### config.mk
export PLATFORM = sky130hd
export DESIGN_NAME = operand_alu_ctrl_flat
export DESIGN_NICKNAME = d
export VERILOG_FILES = /design/src/rtl/operand_alu_ctrl_if.sv /design/src/rtl/operand_alu_ctrl.sv /design/src/flat_wrapper.sv
export SDC_FILE = /design/constraint.sdc
export NUM_CORES = 1
export LEC_CHECK = 0
export CAP_MARGIN = 25
export CORE_MARGIN = 2
export CORE_UTILIZATION = 55
export CTS_BUF_LIST = sky130_fd_sc_hd__clkbuf_4 sky130_fd_sc_hd__clkbuf_8 sky130_fd_sc_hd__clkbuf_16
export CTS_CLUSTER_SIZE = 25
export DETAILED_ROUTE_END_ITERATION = 10
export PLACE_DENSITY = 0.8
export SETUP_SLACK_MARGIN = 0.2
export SYNTH_ARGS = -nofsm -noshare
export SYNTH_HDL_FRONTEND = slang
export SYNTH_SLANG_ARGS = --single-unit
### constraint.sdc
create_clock -name clk -period 2.6 [get_ports clk]
set_input_delay 0.39 -clock clk [delete_from_list [all_inputs] [get_ports clk]]
set_output_delay 0.39 -clock clk [all_outputs]
set_load 0.02 [all_outputs]
### src/rtl/operand_alu_ctrl_if.sv
// Bundle of instruction, operand-memory and result signals for operand_alu_ctrl.
// The master side issues instructions, supplies memory read data and consumes results.
interface operand_alu_ctrl_if #(
    parameter int DATA_W = 16,
    parameter int ADDR_W = 4,
    parameter int OP_W   = 3
);
    logic              instr_valid;
    logic              instr_ready;
    logic [OP_W-1:0]   instr_op;
    logic [ADDR_W-1:0] instr_addr1;
    logic [ADDR_W-1:0] instr_addr2;
    logic [ADDR_W-1:0] operand1_addr;
    logic [ADDR_W-1:0] operand2_addr;
    logic [DATA_W-1:0] operand1_value;
    logic [DATA_W-1:0] operand2_value;
    logic              result_valid;
    logic              result_ready;
    logic [DATA_W-1:0] result;
    logic              carry;
    logic              zero;
    logic              busy;

    modport master (
        output instr_valid, instr_op, instr_addr1, instr_addr2,
               operand1_value, operand2_value, result_ready,
        input  instr_ready, operand1_addr, operand2_addr,
               result_valid, result, carry, zero, busy
    );

    modport slave (
        input  instr_valid, instr_op, instr_addr1, instr_addr2,
               operand1_value, operand2_value, result_ready,
        output instr_ready, operand1_addr, operand2_addr,
               result_valid, result, carry, zero, busy
    );
endinterface

### src/rtl/operand_alu_ctrl.sv
// Single-issue operand fetch + ALU controller: accept, wait out the registered
// memory read, execute, then hold the result until the consumer takes it.
module operand_alu_ctrl #(
    parameter int DATA_W = 16,
    parameter int ADDR_W = 4,
    parameter int OP_W   = 3
) (
    input  logic              clk,
    input  logic              rst_n,
    operand_alu_ctrl_if.slave bus
);
    localparam logic [OP_W-1:0] OP_ADD = 3'd0;
    localparam logic [OP_W-1:0] OP_SUB = 3'd1;
    localparam logic [OP_W-1:0] OP_AND = 3'd2;
    localparam logic [OP_W-1:0] OP_OR  = 3'd3;
    localparam logic [OP_W-1:0] OP_XOR = 3'd4;
    localparam logic [OP_W-1:0] OP_NOT = 3'd5;
    localparam logic [OP_W-1:0] OP_SHL = 3'd6;
    localparam logic [OP_W-1:0] OP_SHR = 3'd7;

    typedef enum logic [1:0] {IDLE, WAIT, EXEC, DONE} state_t;

    state_t            state_q, state_d;
    logic [OP_W-1:0]   op_q;
    logic [ADDR_W-1:0] addr1_q, addr2_q;
    logic [DATA_W-1:0] result_q;
    logic              carry_q, zero_q, valid_q;

    logic [DATA_W-1:0] a, b, alu_res;
    logic [DATA_W:0]   sum, diff;
    logic              alu_c;
    logic              accept;

    assign a      = bus.operand1_value;
    assign b      = bus.operand2_value;
    assign accept = (state_q == IDLE) && bus.instr_valid;

    // Bit DATA_W of the widened difference is the unsigned borrow (A < B).
    assign sum  = {1'b0, a} + {1'b0, b};
    assign diff = {1'b0, a} - {1'b0, b};

    always_comb begin
        alu_res = '0;
        alu_c   = 1'b0;
        case (op_q)
            OP_ADD: begin alu_res = sum[DATA_W-1:0];  alu_c = sum[DATA_W];  end
            OP_SUB: begin alu_res = diff[DATA_W-1:0]; alu_c = diff[DATA_W]; end
            OP_AND: alu_res = a & b;
            OP_OR:  alu_res = a | b;
            OP_XOR: alu_res = a ^ b;
            OP_NOT: alu_res = ~a;
            OP_SHL: begin alu_res = {a[DATA_W-2:0], 1'b0}; alu_c = a[DATA_W-1]; end
            OP_SHR: begin alu_res = {1'b0, a[DATA_W-1:1]}; alu_c = a[0];        end
            default: ;
        endcase
    end

    always_ff @(posedge clk or negedge rst_n) begin
        if (!rst_n) state_q <= IDLE;
        else        state_q <= state_d;
    end

    always_comb begin
        state_d = state_q;
        case (state_q)
            IDLE: if (bus.instr_valid) state_d = WAIT;
            WAIT: state_d = EXEC;
            EXEC: state_d = DONE;
            DONE: if (bus.result_ready) state_d = IDLE;
            default: state_d = IDLE;
        endcase
    end

    // Addresses stay put after the read so the memories keep presenting the same words.
    always_ff @(posedge clk or negedge rst_n) begin
        if (!rst_n) begin
            op_q     <= '0;
            addr1_q  <= '0;
            addr2_q  <= '0;
            result_q <= '0;
            carry_q  <= 1'b0;
            zero_q   <= 1'b0;
            valid_q  <= 1'b0;
        end else begin
            if (accept) begin
                op_q    <= bus.instr_op;
                addr1_q <= bus.instr_addr1;
                addr2_q <= bus.instr_addr2;
            end
            if (state_q == EXEC) begin
                result_q <= alu_res;
                carry_q  <= alu_c;
                zero_q   <= (alu_res == '0);
                valid_q  <= 1'b1;
            end
            if (state_q == DONE && bus.result_ready) valid_q <= 1'b0;
        end
    end

    assign bus.instr_ready   = (state_q == IDLE);
    assign bus.busy          = (state_q != IDLE);
    assign bus.operand1_addr = addr1_q;
    assign bus.operand2_addr = addr2_q;
    assign bus.result        = result_q;
    assign bus.carry         = carry_q;
    assign bus.zero          = zero_q;
    assign bus.result_valid  = valid_q;
endmodule
### src/flat_wrapper.sv
// flat-port wrapper written by rule: the top's interface ports become plain ports
module operand_alu_ctrl_flat 
#(
    parameter int DATA_W = 16,
    parameter int ADDR_W = 4,
    parameter int OP_W   = 3
)
  (clk, rst_n, bus_instr_valid, bus_instr_op, bus_instr_addr1, bus_instr_addr2, bus_operand1_value, bus_operand2_value, bus_result_ready, bus_instr_ready, bus_operand1_addr, bus_operand2_addr, bus_result_valid, bus_result, bus_carry, bus_zero, bus_busy);
  operand_alu_ctrl_if #(.DATA_W(DATA_W), .ADDR_W(ADDR_W), .OP_W(OP_W)) bus_i ();
  input  logic clk;
  input  logic rst_n;
  input wire logic [$bits(bus_i.instr_valid)-1:0] bus_instr_valid;
  input wire logic [$bits(bus_i.instr_op)-1:0] bus_instr_op;
  input wire logic [$bits(bus_i.instr_addr1)-1:0] bus_instr_addr1;
  input wire logic [$bits(bus_i.instr_addr2)-1:0] bus_instr_addr2;
  input wire logic [$bits(bus_i.operand1_value)-1:0] bus_operand1_value;
  input wire logic [$bits(bus_i.operand2_value)-1:0] bus_operand2_value;
  input wire logic [$bits(bus_i.result_ready)-1:0] bus_result_ready;
  output wire logic [$bits(bus_i.instr_ready)-1:0] bus_instr_ready;
  output wire logic [$bits(bus_i.operand1_addr)-1:0] bus_operand1_addr;
  output wire logic [$bits(bus_i.operand2_addr)-1:0] bus_operand2_addr;
  output wire logic [$bits(bus_i.result_valid)-1:0] bus_result_valid;
  output wire logic [$bits(bus_i.result)-1:0] bus_result;
  output wire logic [$bits(bus_i.carry)-1:0] bus_carry;
  output wire logic [$bits(bus_i.zero)-1:0] bus_zero;
  output wire logic [$bits(bus_i.busy)-1:0] bus_busy;
  assign bus_i.instr_valid = bus_instr_valid;
  assign bus_i.instr_op = bus_instr_op;
  assign bus_i.instr_addr1 = bus_instr_addr1;
  assign bus_i.instr_addr2 = bus_instr_addr2;
  assign bus_i.operand1_value = bus_operand1_value;
  assign bus_i.operand2_value = bus_operand2_value;
  assign bus_i.result_ready = bus_result_ready;
  assign bus_instr_ready = bus_i.instr_ready;
  assign bus_operand1_addr = bus_i.operand1_addr;
  assign bus_operand2_addr = bus_i.operand2_addr;
  assign bus_result_valid = bus_i.result_valid;
  assign bus_result = bus_i.result;
  assign bus_carry = bus_i.carry;
  assign bus_zero = bus_i.zero;
  assign bus_busy = bus_i.busy;
  operand_alu_ctrl #(.DATA_W(DATA_W), .ADDR_W(ADDR_W), .OP_W(OP_W)) u_core (.clk(clk), .rst_n(rst_n), .bus(bus_i));
endmodule
==> metrics.cfg, run 1 <==
[run_status]
outcome=aborted with a tool error
lastStage=clock tree synthesis
stop_error=[ERROR DPL-0033] detailed placement checks failed during check placement.

[yosys]
syn_nets=656
synth_edf_count=0
ys.flop_type=dfrtp_1
netlist_instances=556
ys_seq_area_share_pct=18.5
yosysWarningCount=0
syn_avg_cell_area_um2=7.78
synth_area_mm2=0.00432
yosysUniqueCellTypes=66
async_flop_share_pct=100
yosys_register_bits=32

[placed_design]
io_buffers=75
gp_congestion=1.05
dp.final_hpwl_um=13900

[clocking]
clockBufferDepth=2
h-tree-depth=2
root_buffer=clkbuf_8
clkSinkCount=32
cts-resized-gates=262
numCtsBuffers=5
cts_setup_buffers=32
ctsHoldBuffers=0

[floorplan]
start_util_pct=56.2
die_h_um=92.7
num_rows=32
fp.dieW_um=92.7
io_pins=76

[cells by family after synthesis]
family / synth area share [%]
flip-flops: 18.5
AO/OA/AOI/OAI: 27.6
AND/OR/NAND/NOR: 17.0
adder cells (fa/ha/maj): 15.7
buffers and inverters: 9.14
XOR/XNOR: 0.608
multiplexers: 11.4
[metrics by stage]
| stage | hold WS (ns) | area [µm²] | util [%] | cells | worst slack [ns] |
|---|---|---|---|---|---|
| 3_5_place_dp | 0.494 | 6560 | 85.3 | 876 | -0.928 |
| 3_3_place_gp | 0.480 | 6560 | 85.3 | 876 | -0.827 |
| 2_1_floorplan | 0.0944 | 4470 | - | 556 | 0.0162 |
[cell usage after synthesis, types with 4 or more instances]
cell,instances,area [µm²]
or3_1,5,31.3
a311oi_1,4,35.0
nand2b_1,7,43.8
o221ai_1,6,52.6
nor4_1,5,31.3
mux2i_1,19,190
mux4_2,5,113
mux2_2,17,191
nor2_1,64,240
nor3_1,13,65.1
a31oi_1,5,31.3
o41ai_1,4,35.0
nand2_1,24,90.1
a221oi_1,7,61.3
o22ai_1,4,25.0
clkbuf_1,19,71.3
nand4_1,5,31.3
buf_2,13,65.1
o31ai_1,6,45.0
nor2b_1,7,43.8
dfrtp_1,32,801
ha_1,51,638
a211oi_1,8,60.1
a2111oi_0,4,35.0
a21o_1,5,37.5
a21oi_1,47,235
inv_1,64,240
o21ai_0,28,140
nand3_1,10,50.1
a22oi_1,5,37.5
==> run 2: changes to the inputs <==
--- a/config.mk
+++ b/config.mk
@@ -7,12 +7,9 @@
 export LEC_CHECK = 0
 export CAP_MARGIN = 25
 export CORE_MARGIN = 2
-export CORE_UTILIZATION = 55
-export CTS_BUF_LIST = sky130_fd_sc_hd__clkbuf_4 sky130_fd_sc_hd__clkbuf_8 sky130_fd_sc_hd__clkbuf_16
-export CTS_CLUSTER_SIZE = 25
+export CORE_UTILIZATION = 40
 export DETAILED_ROUTE_END_ITERATION = 10
-export PLACE_DENSITY = 0.8
-export SETUP_SLACK_MARGIN = 0.2
+export PLACE_DENSITY_LB_ADDON = 0.15
 export SYNTH_ARGS = -nofsm -noshare
 export SYNTH_HDL_FRONTEND = slang
 export SYNTH_SLANG_ARGS = --single-unit
==> run 2 against run 1 <==
Against the previous run: the flow now finishes, with violations (negative setup slack); synthesized area stayed put; synthesized cell count is the same.
==> metrics.cfg, run 2 <==
[power_and_ir_drop]
switchingPower_mw=3.32
ir_drop_uv=706
seqPwrFrac_pct=12.8
p_clk_share_pct=5.3
p_leak_nw=3.66
intPower_mw=3.89
p_comb_share_pct=81.8
p_total_mw=7.21
power_density_mw_per_mm2=888
p_sw_share_pct=46.0

[yosys]
yosys_register_bits=32  ; unchanged
ys.flop_type=dfrtp_1
synth_top_family_by_area=compound AO/OA/AOI/OAI gates
async_flop_share_pct=100  ; unchanged
ys_seq_area_share_pct=18.5  ; unchanged
yosys.area_share.simple_pct=17.0  ; unchanged
netlist_instances=556  ; unchanged
synth_area_mm2=0.00432  ; unchanged
synth_mux_area_share_pct=11.4  ; unchanged
yosys-top-cells-count=64 x inv_1, 64 x nor2_1, 51 x ha_1
syn_avg_cell_area_um2=7.78  ; unchanged
synth-xor-area-share_pct=0.608  ; unchanged
yosysWarningCount=0  ; unchanged
synth_fa_ha_area_share_pct=15.7  ; unchanged
yosys.area.top_type=dfrtp_1
synth_compound_area_share_pct=27.6  ; unchanged
synthTopCellsByArea=dfrtp_1 19%, ha_1 15%, inv_1 5.6%
synth_top_cell_area_share_pct=18.5  ; unchanged
synth_edf_count=0  ; unchanged
syn_nets=656  ; unchanged
yosysUniqueCellTypes=66  ; unchanged

[routing]
detail-route-antenna-nets=0
drc=0
drtIter0Drc=368
vias_per_cell=5.67
wl_per_cell_um=19.6
first_pass_iters=5
num_vias=5611
drt-total-wl_um=19400

[global_route]
antenna_found_initial=0
grt_pass1_vias=5713
grt_pass1_wl_um=29600
groute.usage.overall_pct=32.6
grt_max_degree=33
grt_overflow=0

[cells_and_area]
fin_util_pct=78.0
design_area_mm2=0.00812
area_growth_pct=87.8
layout_commonest_cell=buf_4
layout-drive-gt1-share_pct=55.2
largest_reg_flops=16
final_cell_mix=224 x buf_4, 56 x nor2_1, 47 x clkdlybuf4s50_1, 31 x a21oi_1, 31 x dfrtp_1
diodes=0
nNetsFinal=952

[timing]
finalWorstSetupSlack_ns=-0.194
finClkSkew_ns=0.00951
fmax_ghz=0.358
finalMaxSlewViolations=0
fin_crit_sh_pct=107
relSlewSlack_pct=66.8
hold_viol=0
worst_pin_slew_ns=0.494
setup_viol=3
rsz0062_at_grt=true
period_minus_slack_ns=2.79
fin_hold_ws_ns=0.488

[floorplan]
io_pins=76  ; unchanged
design.die.area_mm2=0.0117
start_util_pct=41.5  ; -15 points
core_area_mm2=0.0104
num_rows=37  ; +16%
die_h_um=108  ; +17%
fp.dieW_um=108  ; +17%

[placed_design]
gp_congestion=1.01  ; -4.4%
dp.final_hpwl_um=14300  ; +2.8%
dpl_cell_area_mm2=0.00658  ; +0.31%
io_buffers=75  ; unchanged

[clocking]
numCtsBuffers=5  ; unchanged
clockBufferDepth=2  ; unchanged
root_buffer=clkbuf_8
clk_pin_slew_worst_paths_ns=0.08
clk_latency_ns=0.29
h-tree-depth=2  ; unchanged
cts_tree=done
clkSinkCount=32  ; unchanged

[critical_path]
reg2reg_slack_ns=-0.19
reg2reg_to=u_core.bus.zero$_DFFE_PN0P_
r2r_start=u_core.op_q[0]$_DFFE_PN0P_
critPathKind=reg2reg
cp-start-kind=flip-flop
required_ns=2.80
end_kind=flip-flop
reg2reg_depth=11
critPathArrivalTime_ns=3.00
cp_max_fo=13

[hold_path]
hold_path_class=in2async

[flow_run]
maxCapViolations=0

[run_status]
violations=negative setup slack
outcome=finished, violations left

==> run 2: cell counts after synthesis <==
No cell type changed its count.
==> run 2: metal layers <==
layer  share of wire (%)  up-vias  GRT usage, %
met2                  48      223          56.2
met1                  42     2721          40.3
met4                 3.7        0          11.7
met3                 5.9       58          6.57
li1                    -     2609             -
met5                   0        -             0
==> run 2: through the flow <==
step	setup TNS, ns	setup WS (ns)	instances
after CTS	-0.278	-0.174	960
after detailed placement	-9.73	-1.05	921
after global routing	-0.657	-0.328	989
after global placement	-8.88	-1.01	921
after floorplan	0	0.000740	556
final	-0.272	-0.194	989
==> run 2: what timing repair did <==
item | 4_1_cts | 5_1_grt
gates resized for setup | 238 | 100
setup buffers | 31 | 29
pin swaps | 71 | 64
endpoints found under the hold margin | 0 | 0
hold buffers | 0 | 0
endpoints found under the setup margin | 14 | 9
==> run 2: logic make-up (layout without fill, tap and decap cells) <==
kind of cell,count (synthesis),after routing
simple gates,154,154
mux,41,41
buf+inv,99,396
flops,32,32
fa+ha+maj,53,53
xor+xnor,3,3
compound gates,174,174
==> run 2: how the worst max path moves through the flow <==
| stage | endpoint | slack (ns) | startpoint | cells after the start |
|---|---|---|---|---|
| 2_1_floorplan | u_core.bus.result[15]$_DFFE_PN0P_ | 0.0007 | bus_operand2_value[1] | 11 |
| 3_3_place_gp | u_core.bus.result[15]$_DFFE_PN0P_ | -1.01 | bus_operand2_value[1] | 13 |
| 3_5_place_dp | u_core.bus.result[15]$_DFFE_PN0P_ | -1.05 | bus_operand2_value[1] | 13 |
| 4_1_cts | u_core.bus.zero$_DFFE_PN0P_ | -0.17 | bus_operand1_value[0] | 14 |
| 5_1_grt | u_core.bus.zero$_DFFE_PN0P_ | -0.33 | u_core.op_q[0]$_DFFE_PN0P_ | 11 |
| 6_report | u_core.bus.zero$_DFFE_PN0P_ | -0.19 | u_core.op_q[0]$_DFFE_PN0P_ | 11 |
==> run 2: cell type report <==
type	instances	area, µm²
Clock inverter	3	18.8
Fill cell	734	2290
Inverter	64	262
Tap cell	136	170
Clock buffer	5	68.8
Sequential cell	32	802
Multi-Input combinational cell	425	4130
Timing Repair Buffer	324	2680
==> run 2: worst max-delay path, stage by stage, from the launching register on <==
cell and delay [ns]:
dfrtp_2 0.51, buf_12 0.18, buf_4 0.11, mux2i_1 0.16, mux2i_1 0.15, a221oi_4 0.32, o311ai_2 0.15, a21oi_2 0.20
nand4_1 0.20, nor4_4 0.33, nand4b_1 0.15, o31ai_2 0.24
==> run 2: power by group through the flow <==
stage / combinational (mW) / sequential (mW) / clock (mW)
2_1_floorplan: 2.18 / 1.12 / 0
3_3_place_gp: 4.48 / 0.906 / 0
3_5_place_dp: 4.53 / 0.924 / 0
4_1_cts: 5.22 / 0.921 / 0.391
5_1_grt: 6.22 / 0.954 / 0.414
6_report: 5.90 / 0.925 / 0.385
Note: power is estimated with default switching activity, not from simulation.
